`src/rtl/beat_judge_if.sv`:
```
// Signal bundle between the button/score side and the beat_judge hit judge.
// clk and rst stay as plain ports on the modules.
interface beat_judge_if;
    logic       start;
    logic [7:0] pattern;
    logic       button;
    logic       niceplay;
    logic       miss;
    logic       beat;
    logic [2:0] beat_idx;
    logic       running;
    logic       done;

    modport master (
        output start, pattern, button,
        input  niceplay, miss, beat, beat_idx, running, done
    );

    modport slave (
        input  start, pattern, button,
        output niceplay, miss, beat, beat_idx, running, done
    );
endinterface

```
`src/rtl/beat_judge.sv`:
```
// Rhythm hit judge: plays an 8-slot note pattern, one registered niceplay/miss pulse per judgement.
// Pulses appear one cycle after the sampled press or window close; no backpressure, the score side must accept every pulse.
module beat_judge #(
    parameter int BEAT_PERIOD = 16,
    parameter int WINDOW      = 2
) (
    input  logic         clk,
    input  logic         rst,
    beat_judge_if.slave  bif
);
    localparam int PW     = $clog2(BEAT_PERIOD);
    localparam int CENTER = BEAT_PERIOD / 2;

    localparam logic [PW-1:0] PH_CENTER = PW'(CENTER);
    localparam logic [PW-1:0] PH_WIN_LO = PW'(CENTER - WINDOW);
    localparam logic [PW-1:0] PH_WIN_HI = PW'(CENTER + WINDOW);
    localparam logic [PW-1:0] PH_CLOSE  = PW'(CENTER + WINDOW + 1);
    localparam logic [PW-1:0] PH_LAST   = PW'(BEAT_PERIOD - 1);

    typedef enum logic {IDLE, RUN} state_t;

    state_t        state_q,    state_d;
    logic [PW-1:0] phase_q,    phase_d;
    logic [2:0]    idx_q,      idx_d;
    logic [7:0]    pat_q,      pat_d;
    logic          judged_q,   judged_d;
    logic          button_d_q, button_d_d;
    logic          niceplay_q, niceplay_d;
    logic          miss_q,     miss_d;
    logic          done_q,     done_d;

    logic press;
    logic in_win;
    logic note;

    always_comb begin
        state_d    = state_q;
        phase_d    = phase_q;
        idx_d      = idx_q;
        pat_d      = pat_q;
        judged_d   = judged_q;
        button_d_d = bif.button;
        niceplay_d = 1'b0;
        miss_d     = 1'b0;
        done_d     = 1'b0;

        press  = bif.button & ~button_d_q;
        in_win = (phase_q >= PH_WIN_LO) && (phase_q <= PH_WIN_HI);
        note   = pat_q[idx_q];

        if (state_q == IDLE) begin
            if (bif.start) begin
                state_d  = RUN;
                pat_d    = bif.pattern;
                phase_d  = '0;
                idx_d    = '0;
                judged_d = 1'b0;
            end
        end else begin
            // An out-of-window press leaves the note open; only a hit or the close judges it.
            if (note) begin
                if (!judged_q) begin
                    if (press && in_win) begin
                        niceplay_d = 1'b1;
                        judged_d   = 1'b1;
                    end else if (phase_q == PH_CLOSE) begin
                        miss_d   = 1'b1;
                        judged_d = 1'b1;
                    end else if (press) begin
                        miss_d = 1'b1;
                    end
                end
            end else if (press) begin
                miss_d = 1'b1;
            end

            if (phase_q == PH_LAST) begin
                if (idx_q == 3'd7) begin
                    state_d = IDLE;
                    done_d  = 1'b1;
                end else begin
                    phase_d  = '0;
                    idx_d    = idx_q + 3'd1;
                    judged_d = 1'b0;
                end
            end else begin
                phase_d = phase_q + PW'(1);
            end
        end
    end

    always_ff @(posedge clk) begin
        if (rst) begin
            state_q    <= IDLE;
            phase_q    <= '0;
            idx_q      <= '0;
            pat_q      <= '0;
            judged_q   <= 1'b0;
            button_d_q <= 1'b0;
            niceplay_q <= 1'b0;
            miss_q     <= 1'b0;
            done_q     <= 1'b0;
        end else begin
            state_q    <= state_d;
            phase_q    <= phase_d;
            idx_q      <= idx_d;
            pat_q      <= pat_d;
            judged_q   <= judged_d;
            button_d_q <= button_d_d;
            niceplay_q <= niceplay_d;
            miss_q     <= miss_d;
            done_q     <= done_d;
        end
    end

    assign bif.niceplay = niceplay_q;
    assign bif.miss     = miss_q;
    assign bif.done     = done_q;
    assign bif.running  = (state_q == RUN);
    assign bif.beat     = (state_q == RUN) && (phase_q == PH_CENTER);
    assign bif.beat_idx = idx_q;
endmodule

```
`src/flat_wrapper.sv`:
```
// flat-port wrapper written by rule: the top's interface ports become plain ports
module beat_judge_flat 
#(
    parameter int BEAT_PERIOD = 16,
    parameter int WINDOW      = 2
)
  (clk, rst, bif_start, bif_pattern, bif_button, bif_niceplay, bif_miss, bif_beat, bif_beat_idx, bif_running, bif_done);
  beat_judge_if bif_i ();
  input  logic clk;
  input  logic rst;
  input wire logic [$bits(bif_i.start)-1:0] bif_start;
  input wire logic [$bits(bif_i.pattern)-1:0] bif_pattern;
  input wire logic [$bits(bif_i.button)-1:0] bif_button;
  output wire logic [$bits(bif_i.niceplay)-1:0] bif_niceplay;
  output wire logic [$bits(bif_i.miss)-1:0] bif_miss;
  output wire logic [$bits(bif_i.beat)-1:0] bif_beat;
  output wire logic [$bits(bif_i.beat_idx)-1:0] bif_beat_idx;
  output wire logic [$bits(bif_i.running)-1:0] bif_running;
  output wire logic [$bits(bif_i.done)-1:0] bif_done;
  assign bif_i.start = bif_start;
  assign bif_i.pattern = bif_pattern;
  assign bif_i.button = bif_button;
  assign bif_niceplay = bif_i.niceplay;
  assign bif_miss = bif_i.miss;
  assign bif_beat = bif_i.beat;
  assign bif_beat_idx = bif_i.beat_idx;
  assign bif_running = bif_i.running;
  assign bif_done = bif_i.done;
  beat_judge #(.BEAT_PERIOD(BEAT_PERIOD), .WINDOW(WINDOW)) u_core (.clk(clk), .rst(rst), .bif(bif_i));
endmodule
```
`config.mk`:
```
export PLATFORM = sky130hd
export DESIGN_NAME = beat_judge_flat
export DESIGN_NICKNAME = d
export VERILOG_FILES = /design/src/rtl/beat_judge_if.sv /design/src/rtl/beat_judge.sv /design/src/flat_wrapper.sv
export SDC_FILE = /design/constraint.sdc
export NUM_CORES = 1
export LEC_CHECK = 0
export CAP_MARGIN = 20
export CORE_UTILIZATION = 45
export CTS_CLUSTER_DIAMETER = 30
export DETAILED_ROUTE_END_ITERATION = 8
export DONT_BUFFER_PORTS = 1
export GPL_ROUTABILITY_DRIVEN = 0
export MAX_ROUTING_LAYER = met4
export PLACE_DENSITY = 0.62
export SLEW_MARGIN = 15
export SYNTH_ARGS = -nofsm -noshare
export SYNTH_HDL_FRONTEND = slang
export SYNTH_SLANG_ARGS = --single-unit
export TNS_END_PERCENT = 50
```
`constraint.sdc`:
```
create_clock -name clk -period 2.8 [get_ports clk]
set_clock_uncertainty 0.2 [all_clocks]
set_input_delay 0.56 -clock clk [delete_from_list [all_inputs] [get_ports clk]]
set_output_delay 0.56 -clock clk [all_outputs]
set_load 0.05 [all_outputs]
```
==> results of run 1 <==
==> worst max path at each step <==
| stage | startpoint | to | slack [ns] | depth (start not counted) |
|---|---|---|---|---|
| global route | u_core.phase_q[3] | bif_beat | 0.52 | 2 |
| detailed placement | u_core.phase_q[1] | u_core.bif.beat_idx[1] | 0.81 | 6 |
| finish | u_core.phase_q[3] | bif_beat | 0.60 | 2 |
| global placement | u_core.bif.beat_idx[0] | u_core.bif.beat_idx[2] | 0.84 | 6 |
| floorplan | u_core.bif.beat_idx[1] | u_core.phase_q[1] | 0.71 | 6 |
| CTS | u_core.phase_q[3] | bif_beat | 0.59 | 2 |
==> synthesized netlist by cell type, types with 2 or more instances <==
master,count
a21oi_1,18
nor2b_1,3
and3_1,2
mux4_1,2
ha_1,5
clkbuf_1,4
inv_1,6
nor2_1,15
nand2_1,23
nand2b_1,3
dfxtp_1,21
==> power breakdown <==
part           internal [mW]  switching, mW
combinational         0.0201         0.0343
clock                 0.0532         0.0915
sequential             0.310        0.00770
total                  0.384          0.134
==> per-stage QoR <==
step                      utilization [%]  total power [mW]  setup slack (ns)  hold WS [ns]  cell area, µm²
after floorplan                         -             0.371             0.707         0.232             987
after global placement               51.9             0.379             0.835         0.237            1040
after detailed placement             51.9             0.379             0.810         0.241            1040
after CTS                            53.3             0.530             0.587        0.0908            1070
after global routing                 53.3             0.549             0.515        0.0792            1070
final                                53.3             0.517             0.603         0.109            1070
==> kinds of logic after synthesis <==
family,count (synthesis)
fa+ha+maj,5
mux,4
compound gates,23
flops,21
simple gates,54
buf+inv,11
==> placed cells by master (no fill, tap or decap), drive strengths merged, types with 3 or more instances in the layout <==
master	n
clkbuf	3
inv	6
ha	5
dfxtp	21
nor2	15
nand2	23
a21oi	18
buf	5
nor2b	3
nand2b	3
==> critical path, stage by stage, from the launching register on <==
cell and delay (ns):
dfxtp_1 0.41, nor2b_1 0.23, and3_1 0.50
==> layout make-up <==
cell class,instances,area (µm²)
Fill cell,208,936
Multi-Input combinational cell,86,524
Sequential cell,21,420
Timing Repair Buffer,5,37.5
Tap cell,27,33.8
Clock buffer,3,22.5
Inverter,6,22.5
Clock inverter,1,5.00
==> sequential cells by signal, summed over array words and instances, names as in the netlist <==
signal / flops
u_core.bif.beat_idx: 3
u_core.bif.miss: 1
u_core.phase_q: 4
u_core.bif.niceplay: 1
u_core.bif.done: 1
u_core.button_d_q: 1
u_core.bif.running: 1
u_core.pat_q: 8
u_core.judged_q: 1
==> layer usage <==
| metal | wire length, µm | vias to the layer above |
|---|---|---|
| met1 | 957 | 346 |
| met3 | 59 | 2 |
| met4 | 12 | 0 |
| met2 | 800 | 12 |
| li1 | - | 406 |
| met5 | 0 | - |
==> implementation parameters, run 1 <==
Parameter                              Value

Synth
  Fraction of registers with async set or reset after synthesis    0%
  Yosys cell types    27
  Primary FF master, synth    dfxtp_1
  Arithmetic-cell share of the synthesized area counting full adders, half adders and majority gates    6.34%
  Post-Synthesis Net Count    135
  Area fraction in compound gates after synthesis    13.3%
  Cell type with the highest aggregate area in the netlist    dfxtp_1
  Post-Synthesis Cells    118
  Simple-gate portion of the synthesized area    24.8%
  Yosys Warn Count    0
  Xor and xnor area share after synthesis    0%
  Cells taking the most area after synthesis    dfxtp_1, a21oi_1, nand2_1
  Post-Syn Area per Cell    8.37 µm²
  Share of Yosys cell area claimed by the top area cell type    42.6%
  Combinational family with the most area after synthesis    simple AND/OR/NAND/NOR gates
  Mapped Area    987 µm²
  Mux cell area share after synthesis    8.62%
  Seq/Total Area, Yosys    42.6%
  Synthesis-stage register bit count    21
  Number of enable flip-flop cells after synthesis    0

Floorplan
  Area of the die    0.00238 mm²
  Die boundary height    48.8 µm
  Number of top-level pins    20
  Starting utilization of the core area    49.3%
  Core Rows    16
  Width of the chip    48.8 µm
  Standard cell core area    0.00200 mm²

Power and ir drop
  Total power per unit cell area    485 mW/mm²
  Max IR drop VDD    0.244 mV
  Static leakage power    0.414 nW

Routing
  Total via count in the routed design    766
  Final routed wire length divided by cell count    12.3 µm
  DRC    0
  Number of violations reported at the end of detailed-routing iteration 0    12
  Ratio of routed vias to standard cells    5.14
  Number of routed nets with antenna violations    0
  First-pass DRT Iterations    4
  Sum of routed wire length over all layers    1.83 mm

Layout
  Number of antenna repair diodes    0
  Filler-free cell count of the finished design    149
  Area growth from synthesis to layout    7.98%
  Nets    140
  Fraction of final layout cells with drive strength greater than 1    9.02%

Timing
  # setup viols final    0
  Final Cycle Share    78.5%
  Setup TNS Final    0 ns
  Tmin final    2.20 ns
  Actual transition at the worst max-transition pin    0.731 ns
  Hold Fails Final Rpt    0
  Unrepaired setup endpoints after global routing    false
  Slew margin rel.    51.1%
  Number of max-slew violations in the final report    0
  Fmax    455 MHz

Clock tree
  Clk root buf    clkbuf_4
  # resized after CTS    0
  Clk_lat worst skew    0.30 ns
  Total setup buffers inserted after CTS    0
  Clock transition at path regs    0.12 ns
  Number of buffers created by CTS    3
  Clock tree from TritonCTS    yes
  Max Root-Sink Buffers    2
  # clock sinks    21
  # hold bufs at CTS    0
  Htree depth    1

Worst hold path
  Hold Crit Endpoint    u_core.phase_q[1]
  Start point of the worst hold path    rst
  Count of cells along the worst hold path    1
  HP Class    input pin to flip-flop

Critical path
  R2r endpoint    u_core.bif.beat_idx[1]
  Worst-case reg-to-reg path depth    6
  Flop-to-flop setup slack    0.75 ns
  Biggest fanout along the worst timing path    5
  CP Launch Type    flip-flop
  Arrival time of the worst setup path    1.44 ns
  Required time at the endpoint of the critical path    2.04 ns
  Launch instance of the worst register-to-register path    u_core.phase_q[1]
  Kind of capture point of the worst setup path    primary output
  Critical path class    flip-flop to primary output

Global routing
  GRT met2 Usage    26.2%
  Number of antenna violations at the first check in global routing    0
  Total global routing track utilization    18.3%
  Number of global-route vias before repair    687
  Wire length of the first global-routing pass    3.18 mm
  Sum of overflow across all layers after global routing    0
  Pin count of the biggest net entering global routing    19
  Most crowded layer after global routing    met2
  Global routing usage on met1    24.5%
  Met3 capacity usage during global routing    4.67%

Place
  Count of placed standard cells including taps    145
  HPWL reported at the end of detailed placement    1.35 mm
  IO Port Bufs    0

Status
  Result of the run    finished, final reports clean

Flow run
  Max-cap check violation count    0
Power figures use the tool's default switching activity.
==> inputs of run 2 (changes only) <==
==> constraint.sdc (replaced) <==
create_clock -name clk -period 2.2 [get_ports clk]
set_clock_uncertainty 0.2 [all_clocks]
set_input_delay 0.44 -clock clk [delete_from_list [all_inputs] [get_ports clk]]
set_output_delay 0.44 -clock clk [all_outputs]
set_load 0.05 [all_outputs]
==> implementation parameters, run 2 (synthesis results as in run 1) <==
Parameter                              Value

Clock tree
  Clock transition at path regs    0.11 ns
  Clk root buf    clkbuf_4
  Clock tree from TritonCTS    yes
  # clock sinks    21
  Max Root-Sink Buffers    2
  Total setup buffers inserted after CTS    0
  Number of buffers created by CTS    3
  Htree depth    1
  Clk_lat worst skew    0.29 ns

Timing
  Number of max-slew violations in the final report    0
  Slew margin rel.    60.9%
  Unrepaired setup endpoints after global routing    false
  Setup TNS Final    0 ns
  Fin Hold WS    0.0363 ns
  Fmax    508 MHz
  Final Cycle Share    89.5%
  # setup viols final    0
  Actual transition at the worst max-transition pin    0.584 ns
  Tmin final    1.97 ns
  Hold Fails Final Rpt    0

Power and ir drop
  Fraction of power consumed by the clock network    27.1%
  Flop pwr share    61.7%
  Net switching power of the design    0.169 mW
  Static leakage power    0.432 nW
  Sw Ratio    25.6%
  Total power consumption of the routed design    0.662 mW
  Max IR drop VDD    0.261 mV
  Logic pwr share    11.1%
  Total power per unit cell area    603 mW/mm²
  Total internal power    0.492 mW

Status
  Result of the run    finished, final reports clean

Layout
  Fraction of final layout cells with drive strength greater than 1    10.3%
  Final Cell Area    0.00110 mm²
  Largest reg by FF count    u_core.pat_q
  Nets    144
  Filler-free cell count of the finished design    153
  Area growth from synthesis to layout    11.2%
  Number of antenna repair diodes    0
  Most frequent cells in the layout    nand2_1, dfxtp_1, a21oi_1
  Most common cell after layout, fill and taps aside    nand2_1
  Largest register FFs    8

Critical path
  Top delay family on crit path    flip-flops
  Combined buffer and inverter count along the critical path    2
  Required time at the endpoint of the critical path    1.56 ns
  Flop-to-flop setup slack    0.29 ns
  CP Launch Type    flip-flop
  Kind of capture point of the worst setup path    primary output
  R2r endpoint    u_core.phase_q[2]
  Arrival time of the worst setup path    1.33 ns
  CP startpoint    u_core.phase_q[0]
  Worst-case reg-to-reg path depth    7
  Launch instance of the worst register-to-register path    u_core.bif.beat_idx[0]
  Critical path class    flip-flop to primary output
  Cell with the biggest individual delay on the critical path    dfxtp_1
  Largest stage delay, worst path    0.39 ns
  Sequence of cells on the critical path    inv_1 -> ha_1 -> and3_1 -> buf_4
  Biggest fanout along the worst timing path    4

Global routing
  Total global routing track utilization    19.2%
  GRT met2 Usage    27.5%
  Number of antenna violations at the first check in global routing    0
  Pin count of the biggest net entering global routing    16
  Global routing usage on met1    26.4%
  Wire length of the first global-routing pass    3.37 mm
  Met3 capacity usage during global routing    3.74%
  Sum of overflow across all layers after global routing    0
  Number of global-route vias before repair    754
  Most crowded layer after global routing    met2

Floorplan
  Standard cell core area    0.00200 mm²
  Area of the die    0.00238 mm²
  Die boundary height    48.8 µm
  Core Rows    16
  Number of top-level pins    20
  Width of the chip    48.8 µm
  Starting utilization of the core area    49.3%

Worst hold path
  Start point of the worst hold path    rst
  Hold Crit Endpoint    u_core.phase_q[3]
  HP Class    input pin to flip-flop
  Count of cells along the worst hold path    1

Routing
  First-pass DRT Iterations    4
  Total via count in the routed design    817
  Number of routed nets with antenna violations    0
  Final routed wire length divided by cell count    13.2 µm
  Number of violations reported at the end of detailed-routing iteration 0    13
  Ratio of routed vias to standard cells    5.34
  Sum of routed wire length over all layers    2.03 mm
  DRC    0

Flow run
  Max-cap check violation count    0

Place
  Count of placed standard cells including taps    148
  IO Port Bufs    0
  Area of placed instances    0.00106 mm²
  HPWL reported at the end of detailed placement    1.52 mm
==> run 2: routing by layer <==
layer / vias up / wire (µm) / share of wire, %
met5: - / 0 / 0
met4: 0 / 13 / 0.64
met3: 2 / 105 / 5.2
met2: 18 / 950 / 47
met1: 382 / 955 / 47
li1: 415 / - / -
==> run 2: worst reg2reg max path: stages, from the launching register on <==
cell and delay (ns):
dfxtp_1 0.46, ha_1 0.20, ha_1 0.17, nand4_1 0.11, and2_1 0.22, nor2_1 0.18, a21oi_1 0.06, a211oi_1 0.23
==> run 2: how the worst max path moves through the flow <==
stage | endpoint | slack (ns) | cells past startpoint
final | bif_beat | 0.23 | 4
after global routing | u_core.phase_q[2] | 0.1 | 7
after CTS | bif_beat | 0.20 | 4
after detailed placement | u_core.phase_q[2] | 0.35 | 7
after global placement | u_core.phase_q[1] | 0.39 | 6
after floorplan | u_core.phase_q[1] | 0.11 | 6
==> run 2: cell type report <==
type	instances	area, µm²
timing repair buffer	9	70.1
multi-input combinational	86	524
fill	195	905
inverter	6	22.5
tap	27	33.8
sequential	21	420
clock buffer	4	26.3
==> run 2: what timing repair did <==
item	CTS	global route
hold buffers	1	0
endpoints found under the setup margin	0	0
endpoints found under the hold margin	15	0
gates resized for setup	0	0
==> run 2: power by group through the flow <==
stage               logic [mW]  clock network (mW)  registers (mW)
floorplan               0.0549                   0           0.417
global placement        0.0669                   0           0.416
detailed placement      0.0691                   0           0.417
CTS                     0.0750               0.189           0.409
global route            0.0846               0.203           0.411
finish                  0.0737               0.180           0.408
==> run 2: metrics by stage <==
stage               utilization, %  setup WS [ns]
finish                        54.8          0.232
global route                  54.8         0.0992
CTS                           54.8          0.202
detailed placement            53.0          0.349
global placement              53.0          0.392
floorplan                        -          0.107
